### src/rtl/rip_bram_rmw_ctrl.sv
// Requester-side controller for BRAM port 1: valid/ready word bus with byte strobes,
// partial writes turned into read-modify-write, reads returned through a registered response.
module rip_bram_rmw_ctrl #(
    parameter int unsigned DATA_WIDTH = 32,
    parameter int unsigned ADDR_WIDTH = 10
) (
    input  logic                      clk,
    input  logic                      rstn,
    input  logic                      req_valid,
    output logic                      req_ready,
    input  logic [ADDR_WIDTH-1:0]     req_addr,
    input  logic                      req_we,
    input  logic [DATA_WIDTH/8-1:0]   req_wstrb,
    input  logic [DATA_WIDTH-1:0]     req_wdata,
    output logic                      rsp_valid,
    input  logic                      rsp_ready,
    output logic [DATA_WIDTH-1:0]     rsp_rdata,
    output logic                      bram_enable,
    output logic [ADDR_WIDTH-1:0]     bram_addr,
    output logic                      bram_we,
    output logic [DATA_WIDTH-1:0]     bram_din,
    input  logic [DATA_WIDTH-1:0]     bram_dout
);

    localparam int unsigned NB = DATA_WIDTH / 8;

    typedef enum logic [1:0] {
        IDLE      = 2'd0,
        RD_WAIT   = 2'd1,
        RMW_MERGE = 2'd2,
        RSP       = 2'd3
    } state_t;

    state_t                  state, state_next;
    logic [ADDR_WIDTH-1:0]   lat_addr;
    logic [NB-1:0]           lat_strb;
    logic [DATA_WIDTH-1:0]   lat_wdata;
    logic                    latch_en;
    logic [DATA_WIDTH-1:0]   merged;
    logic                    bram_enable_raw;
    logic                    bram_we_raw;
    logic                    req_ready_raw;

    // Byte merge of latched write data over the old line returned by the BRAM
    always_comb begin
        merged = bram_dout;
        for (int i = 0; i < int'(NB); i++) begin
            if (lat_strb[i]) merged[8*i +: 8] = lat_wdata[8*i +: 8];
        end
    end

    // Next-state and BRAM port drive
    always_comb begin
        state_next      = state;
        req_ready_raw   = 1'b0;
        bram_enable_raw = 1'b0;
        bram_we_raw     = 1'b0;
        bram_addr       = req_addr;
        bram_din        = req_wdata;
        latch_en        = 1'b0;
        unique case (state)
            IDLE: begin
                req_ready_raw = 1'b1;
                if (req_valid) begin
                    if (!req_we) begin
                        bram_enable_raw = 1'b1;
                        state_next      = RD_WAIT;
                    end else if (&req_wstrb) begin
                        bram_enable_raw = 1'b1;
                        bram_we_raw     = 1'b1;
                    end else if (|req_wstrb) begin
                        bram_enable_raw = 1'b1;
                        latch_en        = 1'b1;
                        state_next      = RMW_MERGE;
                    end
                end
            end
            RD_WAIT: state_next = RSP;
            RMW_MERGE: begin
                bram_enable_raw = 1'b1;
                bram_we_raw     = 1'b1;
                bram_addr       = lat_addr;
                bram_din        = merged;
                state_next      = IDLE;
            end
            RSP: begin
                if (rsp_ready) state_next = IDLE;
            end
            default: state_next = IDLE;
        endcase
    end

    // Reset must silence the port immediately, not just at the next edge
    assign req_ready   = req_ready_raw & rstn;
    assign bram_enable = bram_enable_raw & rstn;
    assign bram_we     = bram_we_raw & rstn;

    always_ff @(posedge clk or negedge rstn) begin
        if (!rstn) begin
            state     <= IDLE;
            rsp_valid <= 1'b0;
            rsp_rdata <= '0;
            lat_addr  <= '0;
            lat_strb  <= '0;
            lat_wdata <= '0;
        end else begin
            state     <= state_next;
            rsp_valid <= (state_next == RSP);
            if (state == RD_WAIT) rsp_rdata <= bram_dout;
            if (latch_en) begin
                lat_addr  <= req_addr;
                lat_strb  <= req_wstrb;
                lat_wdata <= req_wdata;
            end
        end
    end

endmodule

### config.mk
export PLATFORM = sky130hd
export DESIGN_NAME = rip_bram_rmw_ctrl
export DESIGN_NICKNAME = d
export VERILOG_FILES = /design/src/rtl/rip_bram_rmw_ctrl.sv
export SDC_FILE = /design/constraint.sdc
export NUM_CORES = 1
export LEC_CHECK = 0
export BUFFER_PORTS_ARGS = -buffer_cell sky130_fd_sc_hd__buf_4
export CORE_MARGIN = 4
export CORE_UTILIZATION = 52
export DETAILED_ROUTE_END_ITERATION = 16
export PLACE_DENSITY = 0.85
export SLEW_MARGIN = 40
export SYNTH_ARGS = -nofsm -noshare
export SYNTH_HDL_FRONTEND = slang
export SYNTH_SLANG_ARGS = --single-unit
export TNS_END_PERCENT = 10
### constraint.sdc
create_clock -name clk -period 3.2 [get_ports clk]
set_clock_uncertainty 0.15 [all_clocks]
set_input_delay 0.48 -clock clk [delete_from_list [all_inputs] [get_ports clk]]
set_output_delay 0.48 -clock clk [all_outputs]
set_load 0.05 [all_outputs]
### Yosys cells after proc, flatten, opt, wreduce, memory -nomap -nowiden

Cells that the tools add are included.

* word-level logic and storage cells: 42
* output and inout port bits: 78
* input bits: 83
* bits in latches: 0
* register bits after elaboration: 81
* ROM bits: 0
* memory bits (writable): 0
* memories kept: 0

* muxes and demuxes: 26
* multipliers: 0
* div/mod/pow operators: 0
* equality and inequality tests: 4
* shifts and indexed selects: 0
* reduce and logical (&&, ||, !) cells: 3
* $lt $le $gt $ge: 0
* bitwise gates (word level): 3
* $add $sub $neg: 0

Operator list (number)
* $mux 32: 1
* $mux 8: 4
* $mux 1: 12
* $mux 10: 1
* $mux 2: 5
* $pmux 2 s4: 1
* $eq 2x2->1 const B: 3
* $pmux 1 s2: 2
* $reduce_and 4->1: 1
* $reduce_or 4->1: 1
* $and 1x1->1: 3
* $eq 2x1->1 const B: 1
* $logic_not 2->1: 1

### Logic depth before layout (Yosys ltp)

Gate-level depths: netlist of run 1.

* depth after elaboration: 7
* mapped depth: 5
* mapped depth without buffers: 3

### Worst setup path after synthesis of run 1

OpenSTA, ideal clock, no wires.

* kind: reg2out
* start: register state[0]
* end: output port bram_enable
* path buffers: 2
* stages on the path, launching flop included: 5
* setup slack: 0.507 ns
* data arrival time: 2.063 ns
* cells stage by stage: dfrtp_1 -> nand2b_1 -> buf_2 -> clkbuf_1 -> a21boi_0

* cells in the longest elaborated chain, start to end: 3
* elaborated cells on any way between the ends: 4
* classes of those cells: eq/ne: 1; mux: 1; bitwise: 1; reduce/logical: 1

RTL lines
* from (decl): RTL line 34 `state_t state, state_next;`
* from (signal assigned): RTL line 107 `state <= state_next;`
* $eq 2x2->1 / $logic_not 2->1 (equally long branches): RTL line 61 `unique case (state)`
* $pmux 1 s2 *: RTL line 61
* $and 1x1->1 *: RTL line 95 `assign bram_enable = bram_enable_raw & rstn;`
* to (decl): RTL line 18 `output logic bram_enable,`

Mark *: on every way between the ends. The rest lies on a longest branch, timed or not.

### Worst setup path in the final report of run 1

* start: register state[0]
* end: output port bram_addr[2]

* cells in the longest elaborated chain, start to end: 2

RTL lines
* $eq 2x2->1: RTL line 61
* $mux 10: RTL line 61
* to (decl): RTL line 19 `output logic [ADDR_WIDTH-1:0] bram_addr,`

Every way passes these cells.

==> results.toml, run 1 <==
[clocking]
cts_setup_buffers = 0
clk_pin_slew_ns = 0.08
clk_latency_ns = 0.33
cts_tree = "done"
root_buffer = "clkbuf_8"
htreeDepth = 3
max-clock-path-buffers = 2
cts_resized = 0
numCtsBuffers = 9
cts_num_sinks = 81

[timing]
tightestPinTransition_ns = 0.680
setup_tns_ns = 0
slew_violations = 0
finalCritPeriodShare_pct = 85.4
setup_viol = 0
grt_setup_unrepaired = "false"
relSlewSlack_pct = 54.6
fmax_ghz = 0.366
period_needed_ns = 2.73
whs_ns = 0.218
hold_viol = 0

[layout]
fin_nets = 543
drive_gt1_share_pct = 56.7
area_growth_pct = 37.5
antenna_cells = 0

[setup_path]
crit_path_start_kind = "register"
cpMostUsedCell = "buf_4"
crit_path_cell_trace = "nand2b_2 -> buf_4 -> mux2_2 -> buf_4"
cp.arrival_ns = 2.10
max_stage_delay_ns = 0.42
cp-end-kind = "output pin"
crit_path_top_delay_cell = "dfrtp_1"
path_class = "reg -> out"
required_ns = 2.57
crit_fanout = 33

[run]
cap_violations = 0

[die]
core_um2 = 7330
rows = 31
die_w_um = 95.2
design.die.area_um2 = 9060
start_util_pct = 54.0
die_h_um = 95.2
ioPinCount = 161

[pwr]
power_leakage_nw = 2.71
powerDensity_nw_per_um2 = 1240
total_power_mw = 6.76
vdd_drop_max_uv = 645

[placement]
dp_hpwl_mm = 7.33
numPortBuffers = 160
place.gp.congestion = 0.752

[yosys]
yosysWarningCount = 0
ys_seq_area_share_pct = 51.2
syn_area_um2 = 3960
async_flop_share_pct = 100
avgSynthCellArea_um2 = 13.1
synthCells = 303
synth_edf_count = 0
synthFlopType = "dfrtp_1"
ys_ff_latch = 81
syn-num-nets = 386
synth_cell_types = 25

[run_status]
status = "finished clean"

[hold_path]
hold_path.class = "in -> reg"

[routing]
vias = 2907
final_antenna_net_count = 0
wl_per_cell_um = 17.4
vias_per_cell = 5.16
drt_iter0_drc = 90
wl_mm = 9.81
drc_errors = 0
drt_pre_antenna_iters = 4

[global_routing]
grt_max_degree = 47
track_usage_pct = 22.1
grt_pass1_wl_mm = 15.5
overflow = 0
antenna_found_initial = 0
grt_pass1_vias = 3092
==> cells in the final DEF, fill, tap and decap left out, types with 2 or more instances in the layout <==
master,n
nand2_1,33
mux2_4,20
buf_4,164
mux2i_1,32
o21ai_0,34
dfrtp_1,81
a21boi_0,2
clkbuf_8,9
mux2_2,59
a22o_1,3
inv_1,2
mux2_1,6
bufinv_16,3
clkinv_2,2
nor3b_1,2
==> final cells by class <==
class                           count  area [um^2]
Multi-Input combinational cell    200         1790
Timing Repair Buffer              166         1260
Tap cell                           99          124
Clock inverter                      6          108
Inverter                            2         7.51
Clock buffer                        9          124
Fill cell                         509         1890
Sequential cell                    81         2030
==> worst max-delay path: cells and delay by family (launching register included) <==
kind                   cells  cell delay [ns]
DFF                        1             0.42
and+or+nand+nor            1             0.38
muxes                      1             0.38
buffers and inverters      2             0.57
==> final timing paths <==
kind | cells after the start | start | slack [ns] | endpoint
max in group asynchronous | 3 | rstn | 1.39 | rsp_rdata[1]
min | 2 | req_addr[4] | 0.22 | lat_addr[4]
min reg2reg | 1 | lat_addr[3] | 0.35 | lat_addr[3]
max | 4 | state[0] | 0.47 | bram_addr[2]
max reg2reg | 4 | state[1] | 1.06 | rsp_rdata[1]
min in group asynchronous | 2 | rstn | 0.51 | lat_wdata[0]
==> power breakdown <==
part	total, mW	internal [mW]	switching [mW]
sequential	1.93	1.55	0.388
combinational	3.95	1.51	2.44
clock	0.875	0.512	0.363
total	6.76	3.57	3.19
==> cell families (layout without fill, tap and decap cells) <==
| logic type | Yosys count | in the layout | share of synthesized area (%) |
|---|---|---|---|
| muxes | 117 | 117 | 34.2 |
| DFF | 81 | 81 | 51.2 |
| and+or+nand+nor | 43 | 43 | 5.16 |
| AOI/OAI and AO/OA | 40 | 40 | 5.57 |
| buffers and inverters | 22 | 183 | 3.83 |
==> metal layers <==
layer	share of wire (%)	global-route usage, %	routed length (um)	vias up
li1	-	-	-	1387
met1	42	28.0	4080	1407
met2	49	36.6	4820	107
met3	8.6	7.89	839	6
met4	0.67	4.45	66	0
met5	0	0	0	-
==> flip-flops by register name, summed over array words and instances, names as in the netlist <==
signal	count
lat_addr	10
lat_strb	4
lat_wdata	32
rsp_rdata	32
rsp_valid	1
state	2
==> per-stage QoR <==
stage	cells	setup slack [ns]	instance area (um^2)	util [%]
6_report	563	0.467	5440	74.2
5_1_grt	563	0.321	5440	74.2
4_1_cts	563	0.455	5440	74.2
3_5_place_dp	547	0.823	5200	70.9
3_3_place_gp	547	0.858	5200	70.9
2_1_floorplan	303	0.507	3960	-
==> what timing repair did <==
action | 4_1_cts | 5_1_grt
hold buffers | 1 | 0
hold endpoints to repair | 35 | 0
endpoints found under the setup margin | 0 | 0
==> Yosys cell counts, types with 2 or more instances <==
library cell | instances | area [um^2]
nand2b_1 | 2 | 12.5
mux2_1 | 6 | 67.6
buf_12 | 3 | 60.1
nand2_1 | 33 | 124
mux2_2 | 59 | 664
a22o_1 | 3 | 26.3
nor3b_1 | 2 | 15.0
a21boi_0 | 2 | 15.0
mux2_4 | 20 | 300
o21ai_0 | 34 | 170
clkbuf_1 | 10 | 37.5
inv_1 | 2 | 7.51
dfrtp_1 | 81 | 2030
mux2i_1 | 32 | 320
buf_2 | 4 | 20.0
No activity file was read; power rests on OpenSTA's default activity.
==> run 2: changes to the inputs <==
--- a/config.mk
+++ b/config.mk
@@ -9,6 +9,7 @@
 export CORE_MARGIN = 4
 export CORE_UTILIZATION = 52
 export DETAILED_ROUTE_END_ITERATION = 16
+export MAX_ROUTING_LAYER = met4
 export PLACE_DENSITY = 0.85
 export SLEW_MARGIN = 40
 export SYNTH_ARGS = -nofsm -noshare
==> run 2 against run 1 <==
Net effect: total power is essentially flat; first-iteration DRC count increased by 31%; non-clock buffer count stayed put; cell area unchanged.
==> results.toml, run 2 (same netlist as run 1, synthesis figures left out) <==
[clocking]
clk_pin_slew_ns = 0.08
root_buffer = "clkbuf_8"
cts_resized = 0
cts_num_sinks = 81
cts_tree = "done"
cts_setup_buffers = 0
max-clock-path-buffers = 2
numCtsBuffers = 9
htreeDepth = 3
clk_latency_ns = 0.33

[hold_path]
min-delay-start = "req_addr[4]"
hold_path.class = "in -> reg"

[setup_path]
rrSetupSlack_ns = 1.06
r2r_end = "rsp_rdata[1]"
r2r_cells = 4
path_class = "reg -> out"
cp-endpoint = "bram_addr[2]"
crit_fanout = 33
cp-end-kind = "output pin"
rr_startpoint = "state[1]"
required_ns = 2.57
crit_path_start_kind = "register"
cp.arrival_ns = 2.10
startpoint = "state[0]"

[global_routing]
antenna_found_initial = 0
grt_pass1_wl_mm = 15.4
track_usage_pct = 22.7
overflow = 0
grt_pass1_vias = 3107
grt_max_degree = 47

[timing]
setup_ws_ns = 0.471
period_needed_ns = 2.73
setup_viol = 0
tightestPinTransition_ns = 0.677
setup_tns_ns = 0
hold_viol = 0
finalCritPeriodShare_pct = 85.3
slew_violations = 0
fmax_ghz = 0.366
grt_setup_unrepaired = "false"
relSlewSlack_pct = 54.7

[die]
start_util_pct = 54.0
ioPinCount = 161
die_w_um = 95.2
rows = 31
design.die.area_um2 = 9060
die_h_um = 95.2
core_um2 = 7330

[pwr]
p_switching_mw = 3.19
power_leakage_nw = 2.71
power.internal_mw = 3.57
powerDensity_nw_per_um2 = 1240
vdd_drop_max_uv = 644
p_seq_share_pct = 28.6
power_frac_clock_pct = 12.9
switching_share_pct = 47.2
combPwrFrac_pct = 58.5

[layout]
area_growth_pct = 37.5
multi_input_area_um2 = 1790
final_cell_mix = "164 x buf_4, 81 x dfrtp_1, 59 x mux2_2"
antenna_cells = 0
seq_area_um2 = 2030
reg.largest.list = "lat_wdata (32), rsp_rdata (32), lat_addr (10)"
fill_cells = 509
drive_gt1_share_pct = 56.7
fin_cells = 563
final_common_cell = "buf_4"
fin_nets = 543

[routing]
wl_per_cell_um = 17.5
wl_mm = 9.86
drt_pre_antenna_iters = 4
vias_per_cell = 5.22
drc_errors = 0
drt_iter0_drc = 118
vias = 2938
final_antenna_net_count = 0

[placement]
placedCellCount = 547
dp_hpwl_mm = 7.33
pre_cts_ws_ns = 0.823
place.gp.congestion = 0.762
numPortBuffers = 160

[run_status]
status = "finished clean"

[run]
cap_violations = 0
run 2: cell counts in the layout (fill, tap and decap cells not counted):
Identical to the previous run, type by type.
run 2: worst min path at each step:
stage	depth (start not counted)	slack, ns	endpoint
after CTS	2	0.21	lat_addr[4]
after global routing	2	0.20	lat_addr[4]
after detailed placement	1	0.33	lat_addr[9]
after global placement	1	0.32	lat_addr[5]
final	2	0.22	lat_addr[4]
after floorplan	0	0.03	lat_addr[0]
run 2: repair_timing:
item	CTS	global route
endpoints found under the hold margin	35	0
hold buffers	1	0
endpoints found under the setup margin	0	0
run 2: final cells by class:
class,count,share of cell area [%]
sequential,81,37.3
multi-input combinational,200,32.9
timing repair buffer,166,23.2
clock buffer,9,2.28
tap,99,2.28
clock inverter,6,1.98
inverter,2,0.138
run 2: metrics by stage:
step / utilization (%) / hold WS [ns] / power (mW) / cell area, um^2
2_1_floorplan: - / 0.0344 / 4.79 / 3960
3_3_place_gp: 70.9 / 0.323 / 5.82 / 5200
3_5_place_dp: 70.9 / 0.328 / 5.93 / 5200
4_1_cts: 74.2 / 0.207 / 6.81 / 5440
5_1_grt: 74.2 / 0.202 / 7.09 / 5440
6_report: 74.2 / 0.217 / 6.76 / 5440
run 2: critical path, stage by stage (launching register included):
cell and delay [ns]:
dfrtp_1 0.42, nand2b_2 0.38, buf_4 0.38, mux2_2 0.38, buf_4 0.19
run 2: power groups by stage:
stage	Combinational [mW]	Clock (mW)	Sequential, mW
detailed placement	3.98	0	1.94
floorplan	2.26	0	2.53
global placement	3.90	0	1.92
global route	4.16	0.935	2.00
CTS	3.99	0.888	1.93
finish	3.95	0.874	1.93
run 2: routing by layer:
| metal | vias up | share of wire [%] | global-route usage, % |
|---|---|---|---|
| met5 | - | 0 | - |
| met4 | 0 | 0.42 | 4.45 |
| met3 | 4 | 8.1 | 6.71 |
| met2 | 125 | 49 | 36.7 |
| met1 | 1419 | 42 | 28.7 |
| li1 | 1390 | - | - |
